**src/rtl/crf_axil_pkg.sv**
```systemverilog
// Shared definitions for the CRF configuration path: master FSM states,
// AXI response codes and the CRF register map.
package crf_axil_pkg;

  typedef enum logic [2:0] {
    ST_IDLE,
    ST_WR,
    ST_WR_RESP,
    ST_RD_ADDR,
    ST_RD_DATA,
    ST_RESP
  } crf_state_e;

  localparam logic [1:0] AXI_OKAY   = 2'b00;
  localparam logic [1:0] AXI_EXOKAY = 2'b01;
  localparam logic [1:0] AXI_SLVERR = 2'b10;
  localparam logic [1:0] AXI_DECERR = 2'b11;

  // CRF register byte addresses
  localparam logic [31:0] CRF_UPSTR   = 32'h0000_0000;
  localparam logic [31:0] CRF_CTRL    = 32'h0000_0004;
  localparam logic [31:0] CRF_STATUS  = 32'h0000_0008;
  localparam logic [31:0] CRF_VERSION = 32'h0000_000C;

endpackage

```
**src/rtl/crf_axil_master.sv**
```systemverilog
// Single-outstanding command/response to AXI4-Lite master bridge for the CRF,
// with a saturating latency timer that flags (but never aborts) slow slaves.
module crf_axil_master
  import crf_axil_pkg::*;
#(
  parameter int AXI_DATA_WIDTH = 32,
  parameter int AXI_ADDR_WIDTH = 32,
  parameter int TIMEOUT_CYCLES = 1024
) (
  input  logic                        clk,
  input  logic                        rst,
  input  logic                        cmd_valid,
  output logic                        cmd_ready,
  input  logic                        cmd_write,
  input  logic [AXI_ADDR_WIDTH-1:0]   cmd_addr,
  input  logic [AXI_DATA_WIDTH-1:0]   cmd_wdata,
  input  logic [AXI_DATA_WIDTH/8-1:0] cmd_wstrb,
  output logic                        rsp_valid,
  input  logic                        rsp_ready,
  output logic [AXI_DATA_WIDTH-1:0]   rsp_rdata,
  output logic [1:0]                  rsp_resp,
  output logic                        rsp_timeout,
  output logic                        busy,
  output logic                        m_axi_awvalid,
  input  logic                        m_axi_awready,
  output logic [AXI_ADDR_WIDTH-1:0]   m_axi_awaddr,
  output logic [2:0]                  m_axi_awprot,
  output logic                        m_axi_wvalid,
  input  logic                        m_axi_wready,
  output logic [AXI_DATA_WIDTH-1:0]   m_axi_wdata,
  output logic [AXI_DATA_WIDTH/8-1:0] m_axi_wstrb,
  input  logic                        m_axi_bvalid,
  output logic                        m_axi_bready,
  input  logic [1:0]                  m_axi_bresp,
  output logic                        m_axi_arvalid,
  input  logic                        m_axi_arready,
  output logic [AXI_ADDR_WIDTH-1:0]   m_axi_araddr,
  output logic [2:0]                  m_axi_arprot,
  input  logic                        m_axi_rvalid,
  output logic                        m_axi_rready,
  input  logic [AXI_DATA_WIDTH-1:0]   m_axi_rdata,
  input  logic [1:0]                  m_axi_rresp
);

  localparam int TW = $clog2(TIMEOUT_CYCLES + 1);
  localparam logic [TW-1:0] TMO = TW'(TIMEOUT_CYCLES);

  crf_state_e state_q, state_d;

  logic [AXI_ADDR_WIDTH-1:0]   addr_q;
  logic [AXI_DATA_WIDTH-1:0]   wdata_q;
  logic [AXI_DATA_WIDTH/8-1:0] wstrb_q;
  logic [AXI_DATA_WIDTH-1:0]   rdata_q;
  logic [1:0]                  resp_q;
  logic                        aw_pend, w_pend;
  logic [TW-1:0]               timer_q;
  logic                        to_q;
  logic                        timing;

  assign timing = (state_q == ST_WR) || (state_q == ST_WR_RESP) ||
                  (state_q == ST_RD_ADDR) || (state_q == ST_RD_DATA);

  // Every handshake output is a state decode, so async reset clears them at once.
  assign cmd_ready     = (state_q == ST_IDLE);
  assign busy          = (state_q != ST_IDLE);
  assign m_axi_awvalid = (state_q == ST_WR) && aw_pend;
  assign m_axi_wvalid  = (state_q == ST_WR) && w_pend;
  assign m_axi_bready  = (state_q == ST_WR_RESP);
  assign m_axi_arvalid = (state_q == ST_RD_ADDR);
  assign m_axi_rready  = (state_q == ST_RD_DATA);
  assign rsp_valid     = (state_q == ST_RESP);
  assign rsp_timeout   = (state_q == ST_RESP) && to_q;

  assign m_axi_awaddr = addr_q;
  assign m_axi_araddr = addr_q;
  assign m_axi_wdata  = wdata_q;
  assign m_axi_wstrb  = wstrb_q;
  assign m_axi_awprot = 3'b000;
  assign m_axi_arprot = 3'b000;
  assign rsp_rdata    = rdata_q;
  assign rsp_resp     = resp_q;

  always_comb begin
    state_d = state_q;
    case (state_q)
      ST_IDLE:    if (cmd_valid) state_d = cmd_write ? ST_WR : ST_RD_ADDR;
      ST_WR:      if ((!aw_pend || m_axi_awready) && (!w_pend || m_axi_wready))
                    state_d = ST_WR_RESP;
      ST_WR_RESP: if (m_axi_bvalid) state_d = ST_RESP;
      ST_RD_ADDR: if (m_axi_arready) state_d = ST_RD_DATA;
      ST_RD_DATA: if (m_axi_rvalid) state_d = ST_RESP;
      ST_RESP:    if (rsp_ready) state_d = ST_IDLE;
      default:    state_d = ST_IDLE;
    endcase
  end

  always_ff @(posedge clk or posedge rst) begin
    if (rst) begin
      state_q <= ST_IDLE;
      addr_q  <= '0;
      wdata_q <= '0;
      wstrb_q <= '0;
      rdata_q <= '0;
      resp_q  <= '0;
      aw_pend <= 1'b0;
      w_pend  <= 1'b0;
      timer_q <= '0;
      to_q    <= 1'b0;
    end else begin
      state_q <= state_d;
      case (state_q)
        ST_IDLE: if (cmd_valid) begin
          addr_q  <= cmd_addr;
          wdata_q <= cmd_wdata;
          wstrb_q <= cmd_wstrb;
          aw_pend <= cmd_write;
          w_pend  <= cmd_write;
          timer_q <= '0;
          to_q    <= 1'b0;
        end
        ST_WR: begin
          if (m_axi_awready) aw_pend <= 1'b0;
          if (m_axi_wready)  w_pend  <= 1'b0;
        end
        ST_WR_RESP: if (m_axi_bvalid) begin
          resp_q  <= m_axi_bresp;
          rdata_q <= '0;
        end
        ST_RD_DATA: if (m_axi_rvalid) begin
          resp_q  <= m_axi_rresp;
          rdata_q <= m_axi_rdata;
        end
        default: ;
      endcase
      // Saturating timer; the sticky flag is set on the cycle it hits the limit.
      if (timing && timer_q != TMO) begin
        timer_q <= timer_q + 1'b1;
        if (timer_q == TMO - 1'b1) to_q <= 1'b1;
      end
    end
  end

endmodule

```
**config.mk**
```make
export PLATFORM = sky130hd
export DESIGN_NAME = crf_axil_master
export DESIGN_NICKNAME = d
export VERILOG_FILES = /design/src/rtl/crf_axil_pkg.sv /design/src/rtl/crf_axil_master.sv
export SDC_FILE = /design/constraint.sdc
export NUM_CORES = 1
export LEC_CHECK = 0
export ABC_AREA = 1
export BUFFER_PORTS_ARGS = -buffer_cell sky130_fd_sc_hd__buf_4
export CAP_MARGIN = 25
export CORE_MARGIN = 2
export CORE_UTILIZATION = 30
export CTS_CLUSTER_DIAMETER = 120
export DETAILED_ROUTE_END_ITERATION = 6
export PLACE_DENSITY = 0.64
export SYNTH_ARGS = -nofsm -noshare
export SYNTH_HDL_FRONTEND = slang
export SYNTH_SLANG_ARGS = --single-unit
```
**constraint.sdc**
```tcl
create_clock -name clk -period 9.4 [get_ports clk]
set_input_delay 0 -clock clk [delete_from_list [all_inputs] [get_ports clk]]
set_output_delay 0 -clock clk [all_outputs]
set_load 0.005 [all_outputs]
```
Yosys cells after proc, flatten, opt, wreduce, memory -nomap -nowiden
Index checks and enable logic that the tools add are counted.

Output and inout port bits: 149. Flip-flop bits (word level): 119. Logic and storage cells: 76. Input bits: 114.

Add/subtract/negate cells: 1. Equality and inequality tests: 15. Reduce and logical (&&, ||, !) cells: 24. Muxes and demuxes: 26.

Operator list (count): $mux W32 (2); $pmux W32 S2 (1); $mux W11 (3); $mux W3 (6); $pmux W3 S6 (1); $add A11 B1 Y11 const B (1); $eq A11 B10 Y1 const B (1); $ne A11 B11 Y1 const B (1); $ne A2 B2 Y1 const B (5); $reduce_and A3 Y1 (3); $reduce_bool A2 Y1 (4); $mux W1 (7); $eq A3 B2 Y1 const B (2); $eq A3 B3 Y1 const B (2); $mux W2 (3); $ne A2 B1 Y1 const B (3); $reduce_and A6 Y1 (1); $logic_and A1 B1 Y1 (5); $logic_or A1 B1 Y1 (5); $pmux W1 S2 (2); $pmux W2 S2 (1); $reduce_and A2 Y1 (2); $eq A3 B1 Y1 const B (1); $logic_not A3 Y1 (1); other kinds (2) (3).

Logic depth before layout (Yosys ltp)
Gate-level depths: netlist (run 1).

Depth after elaboration: 7. Gate-level depth with buffers: 9. Mapped depth without buffers: 9.

Worst setup path after synthesis (run 1)
OpenSTA, ideal clock, no wires.

Path kind: reg-to-reg. From: register state_q[0]. To: register rdata_q[20], in the netlist rsp_rdata[20]. Stages on the path, launching flop included: 9. Period minus slack after synthesis: 1385 ps. Data arrival time: 1254 ps. Path buffers: 2. Library setup time: 132 ps. Data required time: 9268 ps. Path slack: 8015 ps. Path through: dfrtp_1 nor2_4 nand2_2 nand2_1 nand3_2 buf_6 buf_6 nand2_1 o21ai_0.

Word-level cells in the longest chain between the ends: 3. Elaborated cells on any way between the ends: 7. Those cells by class: eq/ne (4); mux (1); reduce/logical (2).

Ends and longest elaborated chain: from (decl) (RTL line crf_axil_master.sv:48) `crf_state_e state_q, state_d;`; from (signal assigned) (RTL line crf_axil_master.sv:110) `state_q <= state_d;`; $eq A3 B3 Y1 or $eq A3 B2 Y1 (tied branches) (RTL line crf_axil_master.sv:111) `case (state_q)`; $ne A2 B2 Y1 (no source line) or $reduce_bool A2 Y1 (tied branches); $reduce_and A3 Y1 (no source line); to (signal assigned) (RTL line crf_axil_master.sv:131) `rdata_q <= m_axi_rdata;`; to (decl) (RTL line crf_axil_master.sv:53) `logic [AXI_DATA_WIDTH-1:0] rdata_q;`.

Parallel ways exist; a longest one is shown, timed or not. A chain may end at the register's enable or synchronous reset.

Worst setup path after layout (run 1)
From: register state_q[0]. To: register wdata_q[3], in the netlist m_axi_wdata[3].

Word-level cells in the longest chain between the ends: 2.

Ends and longest elaborated chain: $logic_not A3 Y1 (RTL line crf_axil_master.sv:111); $reduce_and A2 Y1 (no source line); to (signal assigned) (RTL line crf_axil_master.sv:114) `wdata_q <= cmd_wdata;`; to (decl) (RTL line crf_axil_master.sv:51) `logic [AXI_DATA_WIDTH-1:0] wdata_q;`.

Every way passes these cells.

==> results of run 1 <==
==> power groups by stage <==
stage,combinational [W],sequential (W),clock (W)
6_report,0.00115,0.000929,0.000648
3_3_place_gp,0.00110,0.000928,0
2_1_floorplan,0.000632,0.000913,0
5_1_grt,0.00129,0.000963,0.000690
4_1_cts,0.00115,0.000928,0.000666
3_5_place_dp,0.00112,0.000929,0
==> Yosys cell counts, types with 2 or more instances <==
| cell type | count | area (um^2) |
|---|---|---|
| ha_1 | 2 | 25.0 |
| buf_6 | 5 | 56.3 |
| dfrtp_1 | 119 | 2980 |
| nor2_4 | 2 | 22.5 |
| inv_2 | 3 | 11.3 |
| buf_4 | 40 | 300 |
| buf_1 | 5 | 18.8 |
| nand4_1 | 3 | 18.8 |
| nand3b_1 | 3 | 22.5 |
| xor2_1 | 2 | 17.5 |
| inv_1 | 26 | 97.6 |
| buf_2 | 15 | 75.1 |
| nand3_1 | 94 | 470 |
| nor2_1 | 25 | 93.8 |
| clkbuf_1 | 11 | 41.3 |
| nor2_2 | 2 | 12.5 |
| nand2_1 | 271 | 1020 |
| o21ai_0 | 11 | 55.1 |
| o21ai_1 | 22 | 110 |
| o21ai_2 | 4 | 35.0 |
==> worst max path at each step <==
| stage | startpoint | to | slack (ps) | cells after the start |
|---|---|---|---|---|
| after floorplan | rst | aw_pend | 6240 | 1 |
| after global placement | state_q[0] | timer_q[7] | 6800 | 8 |
| after detailed placement | state_q[0] | timer_q[4] | 6780 | 8 |
| after CTS | state_q[0] | timer_q[1] | 6770 | 8 |
| after global routing | state_q[0] | timer_q[4] | 6530 | 8 |
| final | state_q[0] | m_axi_wdata[3] | 6810 | 8 |
==> flip-flops by register name, indices dropped and copies added (netlist names) <==
signal / flops
rsp_rdata: 32
aw_pend: 1
m_axi_araddr: 32
m_axi_wdata: 32
timer_q: 11
rsp_resp: 2
m_axi_wstrb: 4
to_q: 1
w_pend: 1
state_q: 3
==> worst max-delay path, cell delays in order (launching register included) <==
cell	delay, ps
dfrtp_1	460
nor2_4	180
inv_2	60
nor2_4	60
buf_4	570
nand2_2	390
buf_4	460
nand2_1	170
nand2_1	70
==> cells in the final DEF, fill, tap and decap left out <==
| master | instances |
|---|---|
| conb_1 | 6 |
| nand3b_1 | 3 |
| inv_1 | 25 |
| ha_1 | 2 |
| buf_12 | 1 |
| nand4_1 | 3 |
| o21ai_1 | 22 |
| a21oi_1 | 1 |
| nor2_2 | 2 |
| nor2_1 | 25 |
| xor2_1 | 2 |
| inv_2 | 3 |
| and2_1 | 1 |
| inv_6 | 5 |
| inv_4 | 1 |
| nand2_2 | 2 |
| nand3_2 | 1 |
| nor2_4 | 2 |
| bufinv_16 | 2 |
| dlygate4sd3_1 | 108 |
| o21ai_0 | 11 |
| dfrtp_1 | 119 |
| clkinv_4 | 6 |
| clkinv_2 | 2 |
| o21ai_2 | 4 |
| buf_4 | 261 |
| nand2_1 | 270 |
| clkbuf_16 | 17 |
| xnor2_1 | 1 |
| a21oi_2 | 1 |
| nand3_1 | 94 |
==> per-layer routing <==
metal	wire length, um	global-route usage, %	up-vias	part of all wire [%]
met5	0	0	-	0
met4	304	6.32	0	1.8
met3	1210	4.85	20	7.3
met2	7860	27.8	230	47
met1	7190	21.9	2534	43
li1	-	-	2710	-
==> stage by stage <==
step | cell area (um^2) | hold slack, ps | cells
after global routing | 9000 | 69.9 | 1232
after floorplan | 5550 | 145 | 677
after global placement | 7310 | 228 | 1091
after CTS | 8980 | 10.2 | 1231
after detailed placement | 7310 | 233 | 1091
final | 9000 | 34.2 | 1232
==> cells by family after synthesis <==
group                      count (synthesis)
and+or+nand+nor                          403
AOI/OAI and AO/OA                         39
other                                      1
buffers and inverters                    105
DFF                                      119
xor gates and xnor gates                   3
adders and majority gates                  2
==> what timing repair did <==
action                    CTS  global route
hold buffers              108             0
gates resized for setup     0             0
hold endpoints to repair  176             0
==> cell type report <==
class	count	area share (%)
clock inverters	15	1.85
clock buffers	17	4.73
repair buffers	370	34.0
flip-flops and latches	119	33.1
well taps	229	3.18
multi-input cells	453	21.9
inverters	29	1.24
==> results by group, run 1 <==
Status
  • Status: finished, final reports clean

Finish
  • # diodes: 0
  • FF+latch area: 0.00298 mm^2
  • Nets@finish: 1106
  • Fill count: 1701
  • Layout cells sized above 1: 30.9%
  • Layout area overhead: 62.8%
  • Area of the multi-input gates: 0.00197 mm^2
  • Final core occ: 49.9%

Power
  • Share of power burned in registers: 34.1%
  • Pint: 0.00171 W
  • Net Sw Power: 0.00101 W
  • Power, Total: 0.00272 W
  • Logic pwr share: 42.1%
  • Sw Ratio: 37.3%
  • Pwr per Cell Area: 303 mW/mm^2
  • Clock network power share: 23.8%
  • LEAKAGE: 4.77 nW
  • Worst VDD drop: 0.138 mV

Hold path
  • Hold Path Sink: state_q[2]
  • Hold Crit Start: rsp_ready
  • Worst Hold Path Cells: 5
  • HP Class: input port to flip-flop

Clocking
  • Clk buf depth: 2
  • CTS tree: done
  • Sink Count: 119
  • Setup bufs post-CTS: 0
  • Clock transition at the registers of the reported paths: 60 ps
  • Root Driver: clkbuf_16
  • Clk Latency, worst-skew pair: 410 ps
  • TritonCTS Buffers: 17
  • Depth of the CTS H-tree: 4

GRT
  • First-pass GRT wire length: 27.4 mm
  • Largest net degree at the start of global routing: 73
  • Initial antenna violation count: 0
  • Grt total ovfl: 0
  • Vias in the first global route: 5537
  • GRT Total Usage: 17.2%

Routing
  • DRC viols: 0
  • Routed len/inst: 13.4 um
  • Pre-Repair DR Iteration Count: 4
  • Via-to-Cell Ratio: 4.46
  • DR vias: 5494
  • Detail Route Antenna Nets: 0
  • DR iter-0 viols: 346
  • Post-Route WL: 16.6 mm

STA
  • Slew at the pin closest to its max-slew limit: 811 ps
  • RSZ-0062 raised after global routing: no
  • Final Cycle Share: 27.6%
  • Final setup violation count: 0
  • Fin. max-slew vios: 0
  • F_max: 386 MHz
  • Setup TNS: 0 ps
  • Final Critical Period: 2590 ps
  • Final Hold Fails: 0
  • Clock Skew: 7.38 ps
  • Setup ws final: 6810 ps
  • Rel. slew slack: 45.6%

Floorplanning
  • Die height: 140 um
  • Number of core rows: 49
  • Die footprint: 0.0195 mm^2
  • Core area: 0.0180 mm^2
  • I/O Pins: 263
  • Die Span X: 140 um
  • Initial core utilization: 30.7%

Setup path
  • Worst Setup End Kind: flip-flop
  • Kind of critical path: flip-flop to flip-flop
  • Reg2Reg Setup Slack: 6810 ps
  • Reg2reg end: m_axi_wdata[3]
  • R2R cell count: 8
  • R2R Path Start: state_q[0]
  • CP Data Required Time: 9690 ps
  • Critical Path Fanout Max: 71
  • Startpoint types: flip-flop
  • Data arrival, critical path: 2880 ps

Place
  • Worst slack at placement: 6780 ps
  • Dpl hpwl: 10.6 mm
  • Placer Congestion: 0.773
  • Port-buffer cells: 256

Yosys
  • Syn. warnings: 0
  • Post-synth ARST share: 100%
  • Synth Area in Compound Gates: 3.87%
  • Post-Synth Adder-Cell Area: 0.453%
  • Synth Area in Simple Gates: 30.4%
  • Register area share after synthesis: 53.9%
  • Register bit total from synthesis: 119
  • Number of synthesized flops with an enable pin: 0
  • Post-Synth XOR/XNOR Area: 0.475%
  • Multiplexer area fraction after synthesis: 0%
  • Cell variety after synth: 27
  • Largest family of logic cells by synthesized area: simple AND/OR/NAND/NOR gates
  • Area of the mapped netlist: 0.00553 mm^2
  • Syn Area/Cell: 8.23 um^2
  • Dominant synthesized flop cell: dfrtp_1
  • Post-Syn Instances: 672

Run
  • Max_cap viols: 0
Power figures use the tool's default switching activity.
==> run 2: changes to the inputs <==
--- a/config.mk
+++ b/config.mk
@@ -12,7 +12,7 @@
 export CORE_UTILIZATION = 30
 export CTS_CLUSTER_DIAMETER = 120
 export DETAILED_ROUTE_END_ITERATION = 6
-export PLACE_DENSITY = 0.64
+export PLACE_DENSITY = 0.66
 export SYNTH_ARGS = -nofsm -noshare
 export SYNTH_HDL_FRONTEND = slang
 export SYNTH_SLANG_ARGS = --single-unit
==> constraint.sdc (replaced) <==
create_clock -name clk -period 2.2 [get_ports clk]
set_input_delay 0 -clock clk [delete_from_list [all_inputs] [get_ports clk]]
set_output_delay 0 -clock clk [all_outputs]
set_load 0.005 [all_outputs]
==> run 2 against run 1 <==
Critical path type is now flip-flop to primary output. First-iteration DRC count fell by 37%. Clock-buffer cell count rose by 1. Power grew to 4.3 times the previous value. Design area rose by 0.81%. Clock skew rose by 4.1 ps. Sequential share of layout area shrank 0.25 points. Hold slack worse by 15 ps. Register-to-register slack worse by 6600 ps. Die area unchanged.
==> results by group, run 2 (same netlist as run 1, synthesis figures left out) <==
GRT
  • Vias in the first global route: 5486
  • Largest net degree at the start of global routing: 68
  • Grt total ovfl: 0
  • GRT Total Usage: 17.6%
  • First-pass GRT wire length: 27.6 mm
  • Initial antenna violation count: 0

Place
  • Worst slack at placement: 450 ps
  • Post-DP Area: 0.00740 mm^2
  • Dpl hpwl: 11.0 mm
  • Placer Congestion: 0.809
  • Port-buffer cells: 256

Routing
  • Post-Route WL: 16.9 mm
  • Detail Route Antenna Nets: 0
  • DR vias: 5535
  • DRC viols: 0
  • Routed len/inst: 13.7 um
  • DR iter-0 viols: 217
  • Via-to-Cell Ratio: 4.48
  • Pre-Repair DR Iteration Count: 4

STA
  • Final Hold Fails: 0
  • F_max: 495 MHz
  • RSZ-0062 raised after global routing: no
  • Final Cycle Share: 91.8%
  • Final Critical Period: 2020 ps
  • Setup ws final: 180 ps
  • Slew at the pin closest to its max-slew limit: 728 ps
  • Setup TNS: 0 ps
  • Clock Skew: 11.5 ps
  • Final setup violation count: 0
  • Fin. max-slew vios: 0
  • Rel. slew slack: 51.4%

Power
  • Worst VDD drop: 0.651 mV
  • Pwr per Cell Area: 1300 mW/mm^2
  • LEAKAGE: 4.80 nW

Clocking
  • Clock transition at the registers of the reported paths: 60 ps
  • Depth of the CTS H-tree: 4
  • Sink Count: 119
  • Clk Latency, worst-skew pair: 410 ps
  • Root Driver: clkbuf_16
  • CTS tree: done
  • Clk buf depth: 2
  • TritonCTS Buffers: 17

Floorplanning
  • Initial core utilization: 30.7%
  • Die height: 140 um
  • I/O Pins: 263
  • Number of core rows: 49
  • Core area: 0.0180 mm^2
  • Die footprint: 0.0195 mm^2
  • Die Span X: 140 um

Run
  • Max_cap viols: 0

Finish
  • Most common cell after layout, fill and taps aside: nand2_1
  • Nets@finish: 1110
  • # diodes: 0
  • Commonest non-fill, non-tap cells in the layout: nand2_1 (270), buf_4 (262), dfrtp_1 (118)
  • Fill count: 1669
  • Area of the multi-input gates: 0.00197 mm^2
  • Cell area after layout: 0.00907 mm^2
  • Layout cells sized above 1: 31.3%
  • Layout area overhead: 64.1%
  • FF+latch area: 0.00298 mm^2

Setup path
  • Slowest stage delay, CP: 470 ps
  • CP Data Required Time: 2200 ps
  • CP startpoint: state_q[0]
  • Critical Path Fanout Max: 56
  • CP bufs+invs: 4
  • CP endpoint: busy
  • Worst path depth: 6
  • Reg2Reg Setup Slack: 190 ps
  • CP delay by family, top: buffers and inverters
  • Reg2reg end: rsp_resp[1]
  • Worst Setup End Kind: primary output
  • R2R Path Start: state_q[0]
  • R2R cell count: 9
  • Data arrival, critical path: 2020 ps
  • Slowest CP cell: buf_4
  • Kind of critical path: flip-flop to primary output
  • Crit-path cells: nor2_4, inv_2, nor2_4, buf_4, inv_1, buf_4
  • Startpoint types: flip-flop

Status
  • Status: finished, final reports clean

Hold path
  • HP Class: input port to flip-flop
## run 2: how the worst min path moves through the flow
stage,from,end,slack (ps),depth (start not counted)
final,m_axi_wready,w_pend,20,4
after global routing,m_axi_wready,w_pend,40,4
after CTS,m_axi_wready,w_pend,4,4
after detailed placement,rst,m_axi_araddr[20],170,2
after global placement,rst,m_axi_araddr[15],160,2
after floorplan,cmd_addr[12],m_axi_araddr[12],140,2
## run 2: stage by stage
step	cells	hold slack (ps)	util [%]	total power [W]
after global placement	1097	161	41.1	0.00878
after CTS	1236	4.04	50.3	0.0119
after global routing	1236	42.1	50.3	0.0127
after floorplan	677	145	-	0.00660
final	1236	19.2	50.3	0.0118
after detailed placement	1097	166	41.1	0.00888
## run 2: what timing repair did
item | in CTS | in global routing
hold endpoints to repair | 133 | 0
gates resized for setup | 0 | 2
setup endpoints to repair | 0 | 2
setup buffers | 0 | 0
hold buffers | 107 | 0
## run 2: worst reg2reg max path: cells and delay by family, from the launching register on
| family | cells | cell delay (ps) |
|---|---|---|
| buffers and inverters | 3 | 900 |
| flip-flops | 1 | 460 |
| AND/OR/NAND/NOR | 6 | 600 |
## run 2: layer usage
metal / global-route usage (%) / routed length (um) / vias to the layer above
li1: - / - / 2730
met1: 21.6 / 7130 / 2538
met3: 5.06 / 1290 / 26
met4: 6.95 / 372 / 0
met2: 29.2 / 8120 / 241
met5: 0 / 0 / -
## run 2: final cells by class
class / instances / share of cell area (%)
clock buffer: 18 / 4.73
timing repair buffer: 374 / 34.5
inverter: 29 / 1.24
multi-input combinational: 453 / 21.7
sequential: 119 / 32.8
clock inverter: 14 / 1.81
tap: 229 / 3.16
## run 2: power breakdown
group / total (W) / leakage (nW) / switching [W] / internal [W]
clock network: 0.00278 / 0.287 / 0.00108 / 0.00170
logic: 0.00502 / 2.98 / 0.00250 / 0.00252
registers: 0.00400 / 1.54 / 0.000811 / 0.00319
total: 0.0118 / 4.80 / 0.00439 / 0.00741
